==> src/rtl/cmd_wb_master_if.sv <==
// Command/response handshake plus Wishbone classic-pipelined bus for cmd_wb_master.
// master modport is the block's view; slave modport is the host/bus-side view.
interface cmd_wb_master_if #(
    parameter int DW = 32,
    parameter int AW = 32
);
    localparam int CW = DW + 2;

    logic            cmd_stb;
    logic [CW-1:0]   cmd_word;
    logic            cmd_busy;
    logic            rsp_stb;
    logic [CW-1:0]   rsp_word;
    logic            rsp_ready;

    logic            wb_cyc;
    logic            wb_stb;
    logic            wb_we;
    logic [AW-1:0]   wb_addr;
    logic [DW-1:0]   wb_data_w;
    logic [DW/8-1:0] wb_sel;
    logic            wb_stall;
    logic            wb_ack;
    logic            wb_err;
    logic [DW-1:0]   wb_data_r;

    modport master (
        input  cmd_stb, cmd_word, rsp_ready, wb_stall, wb_ack, wb_err, wb_data_r,
        output cmd_busy, rsp_stb, rsp_word, wb_cyc, wb_stb, wb_we, wb_addr, wb_data_w, wb_sel
    );

    modport slave (
        output cmd_stb, cmd_word, rsp_ready, wb_stall, wb_ack, wb_err, wb_data_r,
        input  cmd_busy, rsp_stb, rsp_word, wb_cyc, wb_stb, wb_we, wb_addr, wb_data_w, wb_sel
    );
endinterface

==> src/rtl/cmd_wb_master.sv <==
// Command-word driven Wishbone master with a response FIFO and host back-pressure.
// Optional bus watchdog enabled by defining CMD_WB_TIMEOUT_EN.
module cmd_wb_master #(
    parameter int DW             = 32,
    parameter int AW             = 32,
    parameter int FIFO_DEPTH     = 4,
    parameter int TIMEOUT_CYCLES = 255
) (
    input logic             clk,
    input logic             reset,
    cmd_wb_master_if.master bus
);
    localparam int CW = DW + 2;
    localparam int PW = $clog2(FIFO_DEPTH);

    localparam logic [1:0] OP_INC = 2'b00, OP_READ = 2'b01, OP_WRITE = 2'b10;
    localparam logic [1:0] RSP_WACK = 2'b00, RSP_RDATA = 2'b01, RSP_ADDR = 2'b10, RSP_ERR = 2'b11;

    typedef enum logic [1:0] {IDLE, REQ, WAIT, PUSH} state_t;

    generate
        if ((DW % 8) != 0 || AW > DW || FIFO_DEPTH < 2 ||
            (FIFO_DEPTH & (FIFO_DEPTH - 1)) != 0 || TIMEOUT_CYCLES < 1) begin : g_bad_param
            $error("cmd_wb_master: illegal parameter combination");
        end
    endgenerate

    state_t          state;
    logic [AW-1:0]   addr;
    logic            inc;
    logic [1:0]      pend_code;
    logic [DW-1:0]   pend_pay;
    logic            wb_cyc, wb_stb, wb_we;
    logic [AW-1:0]   wb_addr;
    logic [DW-1:0]   wb_data_w;

    logic [CW-1:0]   mem [FIFO_DEPTH];
    logic [PW-1:0]   wr_ptr, rd_ptr;
    logic [PW:0]     count;

    logic [1:0]      op;
    logic [DW-1:0]   pay;
    logic            fifo_full, busy, accept, bus_done, push, pop;

    assign op        = bus.cmd_word[CW-1:CW-2];
    assign pay       = bus.cmd_word[DW-1:0];
    assign fifo_full = (count == (PW+1)'(FIFO_DEPTH));
    assign busy      = (state != IDLE) | fifo_full;
    assign accept    = bus.cmd_stb & ~busy;
    // An ack/err only completes the request once the slave has taken the strobe.
    assign bus_done  = (bus.wb_ack | bus.wb_err) & ((state == WAIT) | ~bus.wb_stall);
    assign push      = (state == PUSH);
    assign pop       = (count != '0) & bus.rsp_ready;

    assign bus.cmd_busy  = busy;
    assign bus.rsp_stb   = (count != '0);
    assign bus.rsp_word  = mem[rd_ptr];
    assign bus.wb_cyc    = wb_cyc;
    assign bus.wb_stb    = wb_stb;
    assign bus.wb_we     = wb_we;
    assign bus.wb_addr   = wb_addr;
    assign bus.wb_data_w = wb_data_w;
    assign bus.wb_sel    = '1;

`ifdef CMD_WB_TIMEOUT_EN
    localparam int TW = $clog2(TIMEOUT_CYCLES + 1);
    logic [TW-1:0] tmo_cnt;
    logic          tmo;
    assign tmo = (tmo_cnt == TW'(TIMEOUT_CYCLES - 1));
`endif

    always_ff @(posedge clk or negedge reset) begin
        if (!reset) begin
            state     <= IDLE;
            addr      <= '0;
            inc       <= 1'b1;
            pend_code <= '0;
            pend_pay  <= '0;
            wb_cyc    <= 1'b0;
            wb_stb    <= 1'b0;
            wb_we     <= 1'b0;
            wb_addr   <= '0;
            wb_data_w <= '0;
`ifdef CMD_WB_TIMEOUT_EN
            tmo_cnt   <= '0;
`endif
        end else begin
            case (state)
                IDLE: if (accept) begin
                    if (op == OP_READ || op == OP_WRITE) begin
                        wb_cyc  <= 1'b1;
                        wb_stb  <= 1'b1;
                        wb_we   <= (op == OP_WRITE);
                        wb_addr <= addr;
                        if (op == OP_WRITE) wb_data_w <= pay;
`ifdef CMD_WB_TIMEOUT_EN
                        tmo_cnt <= '0;
`endif
                        state   <= REQ;
                    end else begin
                        addr      <= pay[AW-1:0];
                        inc       <= (op == OP_INC);
                        pend_code <= RSP_ADDR;
                        pend_pay  <= DW'(pay[AW-1:0]);
                        state     <= PUSH;
                    end
                end
                REQ, WAIT: begin
`ifdef CMD_WB_TIMEOUT_EN
                    tmo_cnt <= tmo_cnt + 1'b1;
`endif
                    if (bus_done) begin
                        wb_cyc <= 1'b0;
                        wb_stb <= 1'b0;
                        state  <= PUSH;
                        if (bus.wb_err) begin
                            pend_code <= RSP_ERR;
                            pend_pay  <= DW'(addr);
                        end else begin
                            pend_code <= wb_we ? RSP_WACK : RSP_RDATA;
                            pend_pay  <= wb_we ? '0 : bus.wb_data_r;
                            if (inc) addr <= addr + AW'(1);
                        end
                    end
`ifdef CMD_WB_TIMEOUT_EN
                    else if (tmo) begin
                        wb_cyc    <= 1'b0;
                        wb_stb    <= 1'b0;
                        pend_code <= RSP_ERR;
                        pend_pay  <= DW'(addr);
                        state     <= PUSH;
                    end
`endif
                    else if (state == REQ && !bus.wb_stall) begin
                        wb_stb <= 1'b0;
                        state  <= WAIT;
                    end
                end
                PUSH:    state <= IDLE;
                default: state <= IDLE;
            endcase
        end
    end

    // Busy gating guarantees a free slot whenever PUSH is reached.
    always_ff @(posedge clk or negedge reset) begin
        if (!reset) begin
            for (int i = 0; i < FIFO_DEPTH; i++) mem[i] <= '0;
            wr_ptr <= '0;
            rd_ptr <= '0;
            count  <= '0;
        end else begin
            if (push) begin
                mem[wr_ptr] <= {pend_code, pend_pay};
                wr_ptr      <= wr_ptr + 1'b1;
            end
            if (pop) rd_ptr <= rd_ptr + 1'b1;
            case ({push, pop})
                2'b10:   count <= count + 1'b1;
                2'b01:   count <= count - 1'b1;
                default: count <= count;
            endcase
        end
    end
endmodule

==> src/flat_wrapper.sv <==
// flat-port wrapper written by rule: the top's interface ports become plain ports
module cmd_wb_master_flat 
#(
    parameter int DW             = 32,
    parameter int AW             = 32,
    parameter int FIFO_DEPTH     = 4,
    parameter int TIMEOUT_CYCLES = 255
)
  (clk, reset, bus_cmd_stb, bus_cmd_word, bus_rsp_ready, bus_wb_stall, bus_wb_ack, bus_wb_err, bus_wb_data_r, bus_cmd_busy, bus_rsp_stb, bus_rsp_word, bus_wb_cyc, bus_wb_stb, bus_wb_we, bus_wb_addr, bus_wb_data_w, bus_wb_sel);
  cmd_wb_master_if #(.DW(DW), .AW(AW)) bus_i ();
  input logic clk;
  input logic reset;
  input wire logic [$bits(bus_i.cmd_stb)-1:0] bus_cmd_stb;
  input wire logic [$bits(bus_i.cmd_word)-1:0] bus_cmd_word;
  input wire logic [$bits(bus_i.rsp_ready)-1:0] bus_rsp_ready;
  input wire logic [$bits(bus_i.wb_stall)-1:0] bus_wb_stall;
  input wire logic [$bits(bus_i.wb_ack)-1:0] bus_wb_ack;
  input wire logic [$bits(bus_i.wb_err)-1:0] bus_wb_err;
  input wire logic [$bits(bus_i.wb_data_r)-1:0] bus_wb_data_r;
  output wire logic [$bits(bus_i.cmd_busy)-1:0] bus_cmd_busy;
  output wire logic [$bits(bus_i.rsp_stb)-1:0] bus_rsp_stb;
  output wire logic [$bits(bus_i.rsp_word)-1:0] bus_rsp_word;
  output wire logic [$bits(bus_i.wb_cyc)-1:0] bus_wb_cyc;
  output wire logic [$bits(bus_i.wb_stb)-1:0] bus_wb_stb;
  output wire logic [$bits(bus_i.wb_we)-1:0] bus_wb_we;
  output wire logic [$bits(bus_i.wb_addr)-1:0] bus_wb_addr;
  output wire logic [$bits(bus_i.wb_data_w)-1:0] bus_wb_data_w;
  output wire logic [$bits(bus_i.wb_sel)-1:0] bus_wb_sel;
  assign bus_i.cmd_stb = bus_cmd_stb;
  assign bus_i.cmd_word = bus_cmd_word;
  assign bus_i.rsp_ready = bus_rsp_ready;
  assign bus_i.wb_stall = bus_wb_stall;
  assign bus_i.wb_ack = bus_wb_ack;
  assign bus_i.wb_err = bus_wb_err;
  assign bus_i.wb_data_r = bus_wb_data_r;
  assign bus_cmd_busy = bus_i.cmd_busy;
  assign bus_rsp_stb = bus_i.rsp_stb;
  assign bus_rsp_word = bus_i.rsp_word;
  assign bus_wb_cyc = bus_i.wb_cyc;
  assign bus_wb_stb = bus_i.wb_stb;
  assign bus_wb_we = bus_i.wb_we;
  assign bus_wb_addr = bus_i.wb_addr;
  assign bus_wb_data_w = bus_i.wb_data_w;
  assign bus_wb_sel = bus_i.wb_sel;
  cmd_wb_master #(.DW(DW), .AW(AW), .FIFO_DEPTH(FIFO_DEPTH), .TIMEOUT_CYCLES(TIMEOUT_CYCLES)) u_core (.clk(clk), .reset(reset), .bus(bus_i));
endmodule
==> config.mk <==
export PLATFORM = sky130hd
export DESIGN_NAME = cmd_wb_master_flat
export DESIGN_NICKNAME = d
export VERILOG_FILES = /design/src/rtl/cmd_wb_master_if.sv /design/src/rtl/cmd_wb_master.sv /design/src/flat_wrapper.sv
export SDC_FILE = /design/constraint.sdc
export NUM_CORES = 1
export LEC_CHECK = 0
export CORE_MARGIN = 2
export CORE_UTILIZATION = 50
export DETAILED_ROUTE_END_ITERATION = 8
export GPL_TIMING_DRIVEN = 0
export PLACE_DENSITY = 0.74
export SLEW_MARGIN = 20
export SYNTH_ARGS = -nofsm -noshare
export SYNTH_HDL_FRONTEND = slang
export SYNTH_SLANG_ARGS = --single-unit
export TNS_END_PERCENT = 20
==> constraint.sdc <==
create_clock -name clk -period 4.65 [get_ports clk]
set_input_delay 0.465 -clock clk [delete_from_list [all_inputs] [get_ports clk]]
set_output_delay 0.465 -clock clk [all_outputs]
set_load 0.01 [all_outputs]
# [Word-level counts from Yosys, hierarchy flattened]
# Cells that the tools add are included.
[classes] bitwise_logic=11 n_eq_ne=15 n_lt_le_gt_ge=3 n_addsub=5 n_mux=35 reduce_logical=19
[op_table] op="two-way mux 32 bit" count=8
[op_table] op="bitwise mux 136 bit" count=1
[op_table] op="one-hot mux 32 bit (2 select lines)" count=2
[op_table] op="two-way mux 34 bit" count=3
[op_table] op="binary-select mux 34 bit (select 2 bit)" count=1
[op_table] op="demux 34 bit (select 2 bit)" count=1
[op_table] op="adder 32 x 1 -> 32 bit, second input constant" count=1
[op_table] op="two-way mux 2 bit" count=8
[op_table] op="AND reduction 4 bit" count=4
[op_table] op="== test 2 bit, second input constant" count=4
[op_table] op="!= test 2 x 1 -> 1 bit, second input constant" count=4
[op_table] op="== test 2 x 1 -> 1 bit, second input constant" count=3
[op_table] op="greater-or-equal comparator 3 bit, second input constant" count=2
[op_table] op="two-way mux 1 bit" count=6
[op_table] op="NOT 2 -> 3 bit" count=2
[op_table] op="one-hot mux 2 bit (3 select lines)" count=1
[op_table] op="one-hot mux 3 bit (2 select lines)" count=1
[op_table] op="AND reduction 3 bit" count=2
[op_table] op="AND reduction 6 bit" count=1
[op_table] op="nonzero test 2 bit" count=3
[op_table] op="adder 2 x 1 -> 2 bit, second input constant" count=2
[op_table] op="logical NOT 2 bit" count=2
[op_table] op="!= test 2 bit, second input constant" count=2
[op_table] op="one-hot mux 1 bit (2 select lines)" count=2
[op_table] op="15 further kinds" count=22
[word_totals] in_bits=73 word_cells=105 out_inout_bits=107 reg_bits=279

# [Logic depth before layout (Yosys ltp)]
# Gate-level depths: netlist (run 1).
[logic_depth] word_depth=6 depth_mapped=11 ltp_nobuf=8

# [Least setup slack after synthesis (run 1)]
# No wires, ideal clock.
[synth_timing] path_type="input-to-reg" start="input bus_cmd_word[32]" end="register u_core.pend_pay[12]" path_buffers=3 slack_ns=2.429 arrival_ns=2.095 stages=10 t_required_ns=4.523 setup_time_ns=0.127 cell_sequence="inv_1 > ha_1 > nand2b_1 > o31a_2 > or2_1 > buf_2 > buf_6 > buf_2 > nand2_1 > o31ai_1"
[synth_between] elab_chain_len=4 word_cells_on_any_way=5 classes_between="eq/ne: 3; reduce/logical: 2"
[synth_lines] item="from (decl)" line_no="flat_wrapper.sv:14" rtl="input wire logic [$bits(bus_i.cmd_word)-1:0] bus_cmd_word;"
[synth_lines] item="== test 2 x 1 -> 1 bit or == test 2 bit (tied branches)" line_no="cmd_wb_master.sv:90" rtl="if (op == OP_READ || op == OP_WRITE) begin"
[synth_lines] item="logical OR 1 bit *" line_no="cmd_wb_master.sv:90"
[synth_lines] item="!= test 2 bit (no line) *"
[synth_lines] item="AND reduction 4 bit (no line) *"
[synth_lines] item="to (signal assigned)" line_no="cmd_wb_master.sv:104" rtl="pend_pay <= DW'(pay[AW-1:0]);"
[synth_lines] item="to (signal assigned)" line_no="cmd_wb_master.sv:118" rtl="pend_pay <= DW'(addr);"
[synth_lines] item="to (signal assigned)" line_no="cmd_wb_master.sv:121" rtl="pend_pay <= wb_we ? '0 : bus.wb_data_r;"
[synth_lines] item="to (decl)" line_no="cmd_wb_master.sv:32" rtl="logic [DW-1:0] pend_pay;"
# Every way passes the cells marked *; elsewhere a longest branch is shown, timed or not.
# A chain may end at the register's enable or synchronous reset.

# [Final worst setup path (run 1)]
[layout_timing] start="register u_core.rd_ptr[1]" end="output bus_rsp_word[11]"
[layout_between] elab_chain_len=4
[layout_lines] item="from (decl)" line_no="cmd_wb_master.sv:38" rtl="logic [PW-1:0] wr_ptr, rd_ptr;"
[layout_lines] item="from (signal assigned)" line_no="cmd_wb_master.sv:157" rtl="if (pop) rd_ptr <= rd_ptr + 1'b1;"
[layout_lines] item="NOT 2 -> 3 bit (not written as such)" line_no="cmd_wb_master.sv:57" rtl="assign bus.rsp_word = mem[rd_ptr];"
[layout_lines] item="binary-select mux 34 bit (select 2 bit)" line_no="cmd_wb_master.sv:57"
[layout_lines] item="two-way mux 34 bit (not written as such) (2 in series)" line_no="cmd_wb_master.sv:57"
[layout_lines] item="to (decl)" line_no="flat_wrapper.sv:22" rtl="output wire logic [$bits(bus_i.rsp_word)-1:0] bus_rsp_word;"
# Every way passes these cells. The select of a mux whose other input is x is not followed.

==> summary.md, run 1 <==
| Metric | Value |
|---|---|
| PnR Total Power | between 10 and 15 mW |
| Filler Cell Count | between 1500 and 2000 |
| Most congested layer reported by global routing | met2 |
| Data required time at the worst endpoint | 4180 ps |
| Shortest clock period the worst path allows after layout | between 3000 and 4000 ps |
| Top cell type's share of synthesized area | 0.539 |
| Worst-margin pin slew | 744 ps |
| Root Buffer | sky130_fd_sc_hd__clkbuf_16 |
| Number of buffer cells added on primary ports | 175 |
| Clock transition at the register clock pins on the worst setup and hold paths after CTS | 60 ps |
| Post-cts gate resize count | 0 |
| Hold Fails Final Rpt | 0 |
| Power per unit of standard cell area | 815 nW/um2 |
| CTS max path bufs | 3 |
| Switching Fraction | 0.386 |
| Total placed instance area | 15200 um2 |
| First-pass GRT wire length | 54400 um |
| Skew-Pair Late Insertion Delay | 540 ps |
| Static leakage power | 7.07 nW |
| Relative contribution of the clock network to total power | 0.168 |
| Most common cell after layout, fill and taps aside | sky130_fd_sc_hd__dfrtp_1 |
| DPL Wire Length | 25100 um |
| FF-to-FF setup slack | 2110 ps |
| Top cell by count, worst path | sky130_fd_sc_hd__clkbuf_1 |
| Worst setup SP type | flip-flop |
| Bufs and invs on worst path | 3 |
| Met3 global-route usage | 0.0372 |
| Final routed wire length divided by cell count | 21.4 um |
| Fraction of power consumed by sequential logic | 0.342 |
| Total setup buffers inserted after CTS | 0 |
| TritonRoute pass-1 iters | 5 |
| Final standard cell utilization of the core | 0.638 |
| Main flop type after synthesis | sky130_fd_sc_hd__dfrtp_1 |
| GR Layer Usage met1 | 0.376 |
| Final std cells w/o fill | roughly 1600 |
| Total I/O pin count | 180 |
| Cells along the critical path | clkbuf_1 > clkbuf_1 > mux4_2 > clkdlybuf4s50_1 |
| Fraction of the cycle the final worst path needs | 0.702 |
| Least setup slack across all paths after layout | 1390 ps |
| VDD IR max | 0.353 mV |
| Floorplan die area | ~27000 um2 |
| Commonest cells after routing, fill and taps aside | 278 x sky130_fd_sc_hd__dfrtp_1, 174 x sky130_fd_sc_hd__clkdlybuf4s50_1, 147 x sky130_fd_sc_hd__nand2_1 |
| Routed vias | between 9000 and 10000 |
| Final net count | 1347 |
| Most area-hungry cell type in the Yosys netlist | sky130_fd_sc_hd__dfrtp_1 |
| Quantity of hold-fixing buffers added after cts | 1 |
| Count of mapped cells out of synthesis | approximately 1000 |
| Max-cap violation count | 0 |
| TritonCTS clock tree | done |
| Largest stage delay on the critical path | 620 ps |
| Post-Route Hold Slack | between 400 and 500 ps |
| Total net switching power | 5.07 mW |
| Synth Area per Inst | 12.3 um2 |
| Sequential-to-total area share from yosys stat | 0.541 |
| Layout cells sized above 1 | 0.215 |
| Outcome | complete, no violations |
| Total routing resource utilization after global routing | 0.261 |
| Worst Hold Class | primary input to async pin |
| Cts bufs inserted | 28 |
| Async set or reset register ratio after synthesis | 1.00 |
| Gp weighted congestion | 0.969 |
| H-tree level count | 1 |
| Total detailed-routing wirelength | 34500 um |
| Post-synthesis cell type count | 76 |
| Post-synth design cell area | 12900 um2 |
| Final Setup Violations | 0 |
| Drc violations | 0 |
| Number of antenna violations at the first check in global routing | 0 |
| Number of pins exceeding their max-slew limit in the final report | 0 |
| Initial Utilization | 0.511 |
| Setup TNS after final layout | 0 ps |
| Vias in the first global route | approximately 9500 |
| Layout-stage area growth over the synthesis result | 24.7% |
| Cell total after placement | 1560 |
| Combinational Power Share | 0.490 |
| Number of warnings printed during yosys synthesis | 0 |
| CP max-delay cell | sky130_fd_sc_hd__clkbuf_1 |
| Die width | 165 um |
| Placeable Area | 25300 um2 |
| Flip-flop and latch count after synthesis | 279 |
| Critical path start-end classification | flip-flop to primary output |
| Overflow after GRT | 0 |
| Met2 demand-to-capacity share in global routing | 0.420 |
| Vertical extent of the die | 165 um |
| Depth of the worst register-to-register path | 8 |
| CP endpoint kind | primary output |
| Worst Setup Slack post-DPL | 1680 ps |
| Startpoint of the most critical register-to-register path | u_core.state[1] |
| Diode count | 0 |
| Max Freq | 306 MHz |
| Top area cells in the synthesized netlist | sky130_fd_sc_hd__dfrtp_1 54%, sky130_fd_sc_hd__mux2_2 12%, sky130_fd_sc_hd__mux4_2 5.9% |
| Post-synth EDFFs | 0 |
| Worst setup skew after layout | between 10 and 15 ps |
| Arrival @ worst endpoint | 2800 ps |
| Top cell family by delay on the critical path | buffers and inverters |
| Internal portion of total power | 8.05 mW |
| Cell Rows | 58 |
| Number of sinks handled by clock tree synthesis | 279 |
| Number of nets with antenna violations after routing | 0 |
| FF-to-FF End | u_core.addr[10] |
| Initial DRC Count | 899 |
| Highest net fanout along the worst path | 10 |
| Max transition margin | 0.504 |
| Setup repair after global routing missed its margin | no |
| Pin count of the biggest net entering global routing | 102 |
| Via-to-Cell Ratio | 5.85 |
| Cell area after layout | 16100 um2 |
power groups by stage:
stage	combinational, mW	clock [mW]	sequential [mW]
floorplan	4.01	0	4.28
global placement	6.27	0	4.43
detailed placement	6.38	0	4.48
CTS	6.42	2.25	4.46
global route	6.92	2.37	4.62
finish	6.43	2.21	4.48
state kept, by name (all words and copies together), names as in the netlist:
| register | cells |
|---|---|
| u_core.pend_code | 2 |
| u_core.pend_pay | 32 |
| u_core.bus.wb_we | 1 |
| u_core.bus.wb_data_w | 32 |
| u_core.rd_ptr | 2 |
| u_core.mem | 136 |
| u_core.count | 3 |
| u_core.inc | 1 |
| u_core.bus.wb_addr | 32 |
| u_core.wr_ptr | 2 |
| u_core.addr | 32 |
| u_core.bus.wb_cyc | 1 |
| u_core.state | 2 |
| u_core.bus.wb_stb | 1 |
logic make-up after synthesis:
group	count (synthesis)	synth area share
flip-flops	279	0.541
adder cells (fa/ha/maj)	13	0.0132
AO/OA/AOI/OAI	202	0.108
multiplexers	205	0.208
AND/OR/NAND/NOR	247	0.0880
XOR/XNOR	6	0.00407
other	1	0.000290
buffers and inverters	96	0.0368
worst max path at each step:
stage	startpoint	end	slack [ps]	cells past startpoint
floorplan	bus_cmd_word[32]	u_core.pend_pay[12]	2430	10
global placement	reset	u_core.bus.wb_data_w[12]	-8890	1
detailed placement	bus_cmd_word[32]	u_core.addr[21]	1680	7
CTS	u_core.rd_ptr[1]	bus_rsp_word[22]	1360	4
global route	u_core.rd_ptr[1]	bus_rsp_word[11]	1260	4
finish	u_core.rd_ptr[1]	bus_rsp_word[11]	1390	4
layer usage:
layer	routed length, um	part of all wire
met5	0	0
met4	860	0.025
met3	2090	0.061
met2	16400	0.47
met1	15200	0.44
synth_stat cells (all sizes together) (12+ instances only):
cell type    n
dfrtp      278
mux2       170
nand2      147
o21ai       56
clkbuf      48
mux4        34
a21oi       31
buf         31
nor2        31
a221o       17
nand3       17
inv         16
nand4       14
o22a        14
ha          12
cell type report:
class	instances	area, um2	share of cell area
repair buffers	179	1850	0.115
flip-flops and latches	279	6980	0.434
multi-input cells	677	5460	0.339
well taps	330	413	0.0256
clock buffers	41	861	0.0535
clock inverters	10	58.8	0.00365
inverters	16	60.1	0.00373
plain buffers	80	415	0.0258
(Power assumes the default switching activity.)
==> run 2: changes to the inputs <==
==> constraint.sdc (replaced) <==
create_clock -name clk -period 3.04 [get_ports clk]
set_input_delay 0.304 -clock clk [delete_from_list [all_inputs] [get_ports clk]]
set_output_delay 0.304 -clock clk [all_outputs]
set_load 0.01 [all_outputs]
==> run 2 against run 1 <==
Against the previous run:
- die area unchanged
- worst setup slack worse by 1200 ps
- combinational power up 53%
- first-iteration DRC count down 3.4%
- non-clock buffer count unchanged
- global-route usage unchanged
- sequential share of layout area about the same
- hold slack worse by 160 ps
- power up 53%
- final area about the same
- sequential power up 53%
==> summary.md, run 2 (synthesized netlist as in run 1, its figures left out) <==
| Metric | Value |
|---|---|
| Outcome | complete, no violations |
| Floorplan die area | 27100 um2 (unchanged) |
| Cell Rows | 58 (unchanged) |
| TritonCTS clock tree | done |
| CTS max path bufs | 3 (unchanged) |
| Die width | 165 um (unchanged) |
| Number of pins exceeding their max-slew limit in the final report | 0 (unchanged) |
| PnR Total Power | 20.1 mW (+53%) |
| Largest stage delay on the critical path | 590 ps (-30 ps) |
| Filler Cell Count | 1968 (-0.051%) |
| Number of antenna violations at the first check in global routing | 0 (unchanged) |
| Power per unit of standard cell area | 1250 nW/um2 (+53%) |
| Skew-Pair Late Insertion Delay | 540 ps (about the same) |
| Layout-stage area growth over the synthesis result | 24.8% (about the same) |
| Max-cap violation count | 0 (unchanged) |
| Least setup slack across all paths after layout | 138 ps (-1250 ps) |
| CP max-delay cell | sky130_fd_sc_hd__mux4_2 |
| Most common cell after layout, fill and taps aside | sky130_fd_sc_hd__dfrtp_1 |
| Hold Fails Final Rpt | 0 (unchanged) |
| CP endpoint kind | primary output |
| Worst Hold Class | primary input to async pin |
| Critical path start-end classification | flip-flop to primary output |
| Combined flip-flop and latch cell area | 6980 um2 (unchanged) |
| Initial DRC Count | 868 (-3.4%) |
| Highest net fanout along the worst path | 10 (unchanged) |
| Total detailed-routing wirelength | 34400 um (-0.31%) |
| Shortest clock period the worst path allows after layout | 2900 ps |
| Commonest cells after routing, fill and taps aside | 278 x sky130_fd_sc_hd__dfrtp_1, 174 x sky130_fd_sc_hd__clkdlybuf4s50_1, 147 x sky130_fd_sc_hd__nand2_1 |
| Number of nets with antenna violations after routing | 0 (unchanged) |
| Worst Setup Slack post-DPL | 232 ps (-1450 ps) |
| Data required time at the worst endpoint | 2740 ps (-1440 ps) |
| Overflow after GRT | 0 (unchanged) |
| Placeable Area | 25300 um2 (unchanged) |
| Arrival @ worst endpoint | 2600 ps (-200 ps) |
| Cts bufs inserted | 28 (unchanged) |
| Number of buffer cells added on primary ports | 175 (unchanged) |
| Total routing resource utilization after global routing | 0.261 (unchanged) |
| Static leakage power | 7.08 nW (+0.15%) |
| Layout cells sized above 1 | 0.218 (+0.00234) |
| Final std cells w/o fill | 1612 (unchanged) |
| Max transition margin | 0.535 (+0.0307) |
| Vertical extent of the die | 165 um (unchanged) |
| Worst setup SP type | flip-flop |
| Final net count | 1347 (unchanged) |
| Drc violations | 0 (unchanged) |
| VDD IR max | 0.539 mV (+53%) |
| Routed vias | 9428 (+0.032%) |
| Final routed wire length divided by cell count | 21.4 um (-0.31%) |
| Fraction of the cycle the final worst path needs | 0.955 |
| Worst setup skew after layout | 16.4 ps (+1.46 ps) |
| Total I/O pin count | 180 (unchanged) |
| Clock transition at the register clock pins on the worst setup and hold paths after CTS | 60 ps (about the same) |
| Setup TNS after final layout | 0 ps (unchanged) |
| H-tree level count | 1 (unchanged) |
| Pin count of the biggest net entering global routing | 102 (unchanged) |
| Gp weighted congestion | 0.969 (unchanged) |
| Worst-margin pin slew | 698 ps (-46.1 ps) |
| Max FFs per register | 136 (unchanged) |
| TritonRoute pass-1 iters | 5 (unchanged) |
| Final Setup Violations | 0 (unchanged) |
| Root Buffer | sky130_fd_sc_hd__clkbuf_16 |
| DPL Wire Length | 25100 um (unchanged) |
| Via-to-Cell Ratio | 5.85 (about the same) |
| First-pass GRT wire length | 54400 um (about the same) |
| Cell total after placement | 1560 (unchanged) |
| Number of sinks handled by clock tree synthesis | 279 (unchanged) |
| Max Freq | 345 MHz |
| Cell area after layout | 16100 um2 (about the same) |
| Total placed instance area | 15200 um2 (unchanged) |
| Largest Register | u_core.mem |
| Setup repair after global routing missed its margin | no |
| Diode count | 0 (unchanged) |
| Area of the multi-input gates | 5460 um2 (unchanged) |
| Initial Utilization | 0.511 (unchanged) |
| Vias in the first global route | 9496 (+0.011%) |
| Cells along the critical path | buf_2 > clkbuf_4 > mux4_2 > clkdlybuf4s50_1 |
[run 2: cell types whose count changed in the layout (fill, tap and decap cells not counted)]
cell | before | now
sky130_fd_sc_hd__buf_2 | 15 | 12
sky130_fd_sc_hd__clkbuf_1 | 49 | 46
sky130_fd_sc_hd__clkbuf_2 | 0 | 3
sky130_fd_sc_hd__clkbuf_4 | 0 | 3
[run 2: worst max-delay path: cells and delay by family, from the launching register on]
family                 cells  cell delay [ps]
DFF                        1              320
buffers and inverters      3             1130
muxes                      1              590
[run 2: metrics by stage]
| step | util | hold slack [ps] |
|---|---|---|
| detailed placement | 0.601 | 204 |
| floorplan | - | 8.41 |
| finish | 0.638 | 244 |
| global route | 0.638 | 270 |
| global placement | 0.597 | 460 |
| CTS | 0.638 | 248 |
[run 2: per-layer routing]
metal | share of wire | GRT usage | up-vias
li1 | - | - | 4254
met1 | 0.44 | 0.376 | 4750
met2 | 0.47 | 0.419 | 362
met3 | 0.063 | 0.0372 | 62
met4 | 0.025 | 0.0700 | 0
met5 | 0 | 0 | -
[run 2: final cells by class]
class,count,area share
Multi-Input combinational cell,677,0.339
Sequential cell,279,0.433
Clock inverter,10,0.00365
Inverter,16,0.00373
Timing Repair Buffer,179,0.115
Tap cell,330,0.0256
Clock buffer,41,0.0534
Buffer,80,0.0265
[run 2: what timing repair did]
| item | 4_1_cts | 5_1_grt |
|---|---|---|
| hold endpoints to repair | 38 | 0 |
| setup buffers | 0 | 0 |
| gates cloned | 0 | 0 |
| gates resized for setup | 3 | 3 |
| endpoints found under the setup margin | 28 | 21 |
| hold buffers | 1 | 0 |
[run 2: worst paths after layout]
kind | slack (ps) | from | depth (start not counted) | endpoint
worst max register to register | 520 | u_core.state[1] | 8 | u_core.addr[21]
worst min register to register | 480 | u_core.bus.wb_addr[9] | 2 | u_core.bus.wb_addr[9]
min in group clk | 440 | bus_cmd_word[26] | 2 | u_core.bus.wb_data_w[26]
max in group asynchronous | 1620 | reset | 4 | u_core.bus.wb_data_w[21]
worst min-delay path | 240 | reset | 2 | u_core.mem[129]
worst max-delay path | 140 | u_core.rd_ptr[0] | 4 | bus_rsp_word[22]
[run 2: power by group]
part / internal [mW] / switching [mW]
Sequential: 5.49 / 1.36
Combinational: 4.88 / 4.96
Clock: 1.96 / 1.42
==> run 3: changes to the inputs <==
--- a/config.mk
+++ b/config.mk
@@ -5,6 +5,7 @@
 export SDC_FILE = /design/constraint.sdc
 export NUM_CORES = 1
 export LEC_CHECK = 0
+export CORE_ASPECT_RATIO = 1.75
 export CORE_MARGIN = 2
 export CORE_UTILIZATION = 50
 export DETAILED_ROUTE_END_ITERATION = 8
==> run 3 against run 2 <==
Against the previous run:
- clock power about the same
- largest cell class unchanged
- sequential cell count unchanged
- final area is 0.30% lower
- critical path depth stayed put
- via count is 0.34% higher
- wire length rose by 3.8%
- core utilization fell by 0.40 points
- first-iteration DRC count is 30% lower
- sequential share of layout area rose by 0.13 points
==> summary.md, run 3 (synthesized netlist as in run 1, its figures left out) <==
| Metric | Value |
|---|---|
| Outcome | complete, no violations |
| Layout cells sized above 1 | 0.215 (-0.00306) |
| Final routed wire length divided by cell count | 22.4 um (+5.0%) |
| Worst setup skew after layout | 7.98 ps (-8.43 ps) |
| Number of buffer cells added on primary ports | 175 (unchanged) |
| CP max-delay cell | sky130_fd_sc_hd__clkdlybuf4s50_1 |
| CTS max path bufs | 3 (unchanged) |
| CP endpoint kind | primary output |
| Hold Fails Final Rpt | 0 (unchanged) |
| Layout-stage area growth over the synthesis result | 24.4% |
| Cell Rows | 77 (+33%) |
| Worst Setup Slack post-DPL | 91.7 ps (-141 ps) |
| Number of pins exceeding their max-slew limit in the final report | 0 (unchanged) |
| Data required time at the worst endpoint | 2740 ps (about the same) |
| Number of nets with antenna violations after routing | 0 (unchanged) |
| Initial DRC Count | 611 (-30%) |
| Power per unit of standard cell area | 1250 nW/um2 (+0.61%) |
| Critical path start-end classification | flip-flop to primary output |
| Final standard cell utilization of the core | 0.634 (-0.00399) |
| Total setup buffers inserted after CTS | 0 (unchanged) |
| Commonest cells after routing, fill and taps aside | 278 x sky130_fd_sc_hd__dfrtp_1, 174 x sky130_fd_sc_hd__clkdlybuf4s50_1, 147 x sky130_fd_sc_hd__nand2_1 |
| Final Setup Violations | 0 (unchanged) |
| Total I/O pin count | 180 (unchanged) |
| VDD IR max | 0.749 mV (+39%) |
| Met2 demand-to-capacity share in global routing | 0.476 (+0.0570) |
| Cts bufs inserted | 26 (-7.1%) |
| Max FFs per register | 136 (unchanged) |
| Total routing resource utilization after global routing | 0.265 (+0.00456) |
| Max-cap violation count | 0 (unchanged) |
| Vias in the first global route | 10000 (+5.8%) |
| Drc violations | 0 (unchanged) |
| Post-Route Hold Slack | 264 ps (+19.2 ps) |
| Cells along the critical path | clkbuf_1 > clkbuf_2 > mux4_2 > clkdlybuf4s50_1 |
| Static leakage power | 7.06 nW (-0.36%) |
| Skew-Pair Late Insertion Delay | 550 ps (about the same) |
| Met3 global-route usage | 0.0301 (-0.00705) |
| Via-to-Cell Ratio | 5.94 (+1.5%) |
| Fraction of the cycle the final worst path needs | 0.954 (about the same) |
| Clock transition at the register clock pins on the worst setup and hold paths after CTS | 70 ps (about the same) |
| Pin count of the biggest net entering global routing | 84 (-18%) |
| Vertical extent of the die | 217 um (+32%) |
| PnR Total Power | 20.1 mW (+0.31%) |
| Arrival @ worst endpoint | 2600 ps (about the same) |
| Routed vias | 9460 (+0.34%) |
| Largest stage delay on the critical path | 510 ps (-80 ps) |
| Highest net fanout along the worst path | 10 (unchanged) |
| Worst Hold Class | primary input to async pin |
| Most common cell after layout, fill and taps aside | sky130_fd_sc_hd__dfrtp_1 |
| Root Buffer | sky130_fd_sc_hd__clkbuf_16 |
| Setup TNS after final layout | 0 ps (unchanged) |
| Diode count | 0 (unchanged) |
| Largest Register | u_core.mem |
| Shortest clock period the worst path allows after layout | 2900 ps (-0.843 ps) |
| Most congested layer reported by global routing | met2 |
| Overflow after GRT | 0 (unchanged) |
| First-pass GRT wire length | 56200 um (+3.3%) |
| Number of antenna violations at the first check in global routing | 0 (unchanged) |
| GR Layer Usage met1 | 0.306 (-0.0703) |
| Initial Utilization | 0.510 (-0.00169) |
| TritonCTS clock tree | done |
| Gp weighted congestion | 0.997 (+2.9%) |
| Die width | 125 um (-24%) |
| Worst setup SP type | flip-flop |
| Max transition margin | 0.517 (-0.0181) |
| TritonRoute pass-1 iters | 5 (unchanged) |
| Worst-margin pin slew | 725 ps (+27.1 ps) |
| Floorplan die area | 27200 um2 (+0.18%) |
| Placeable Area | 25300 um2 (+0.33%) |
| Max Freq | 345 MHz (about the same) |
| DPL Wire Length | 26900 um (+7.4%) |
| Setup repair after global routing missed its margin | no |
| Final net count | 1345 (-0.15%) |
| Total detailed-routing wirelength | 35700 um (+3.8%) |
| H-tree level count | 1 (unchanged) |
| Number of sinks handled by clock tree synthesis | 279 (unchanged) |
| Least setup slack across all paths after layout | 139 ps (+0.843 ps) |
[run 3: through the flow]
| step | cells | cell area (um2) |
|---|---|---|
| after CTS | 1593 | 16100 |
| final | 1593 | 16100 |
| after global placement | 1543 | 15100 |
| after global routing | 1593 | 16100 |
| after floorplan | 1052 | 12900 |
| after detailed placement | 1546 | 15200 |
[run 3: path summary, 6_finish.rpt]
path | startpoint | end | slack (ps) | cells past startpoint
min in group clk | bus_cmd_word[8] | u_core.bus.wb_data_w[8] | 410 | 2
hold / removal | reset | u_core.bus.wb_data_w[0] | 260 | 2
setup / recovery | u_core.rd_ptr[1] | bus_rsp_word[31] | 140 | 4
max in group asynchronous | reset | u_core.mem[46] | 1300 | 5
setup reg to reg | u_core.state[0] | u_core.addr[27] | 500 | 8
hold reg to reg | u_core.bus.wb_addr[31] | u_core.bus.wb_addr[31] | 480 | 2
[run 3: timing repair]
action / 4_1_cts / 5_1_grt
hold endpoints to repair: 55 / 0
endpoints found under the setup margin: 29 / 10
hold buffers: 1 / 0
resized for setup: 5 / 1
[run 3: critical path, delay by kind of cell, from the launching register on]
kind                   cells  cell delay [ps]
DFF                        1              320
muxes                      1              400
buffers and inverters      3             1340
[run 3: layout make-up]
class / count / area (um2)
clock inverter: 9 / 106
multi-input combinational: 677 / 5460
clock buffer: 37 / 783
buffer: 80 / 427
sequential: 279 / 6980
tap: 316 / 395
timing repair buffer: 179 / 1850
inverter: 16 / 60.1
fill: 2011 / 9270
[run 3: power by group]
| part | leakage (nW) | switching (mW) | total [mW] | internal [mW] |
|---|---|---|---|---|
| sequential | 3.45 | 1.33 | 6.81 | 5.48 |
| combinational | 3.18 | 5.04 | 9.93 | 4.88 |
| clock | 0.431 | 1.44 | 3.40 | 1.96 |
| total | 7.06 | 7.81 | 20.1 | 12.3 |
[run 3: layer usage]
layer,up-vias,routed length [um]
li1,4233,-
met1,4753,13100
met2,345,18800
met3,129,1700
met4,0,2150
met5,-,0
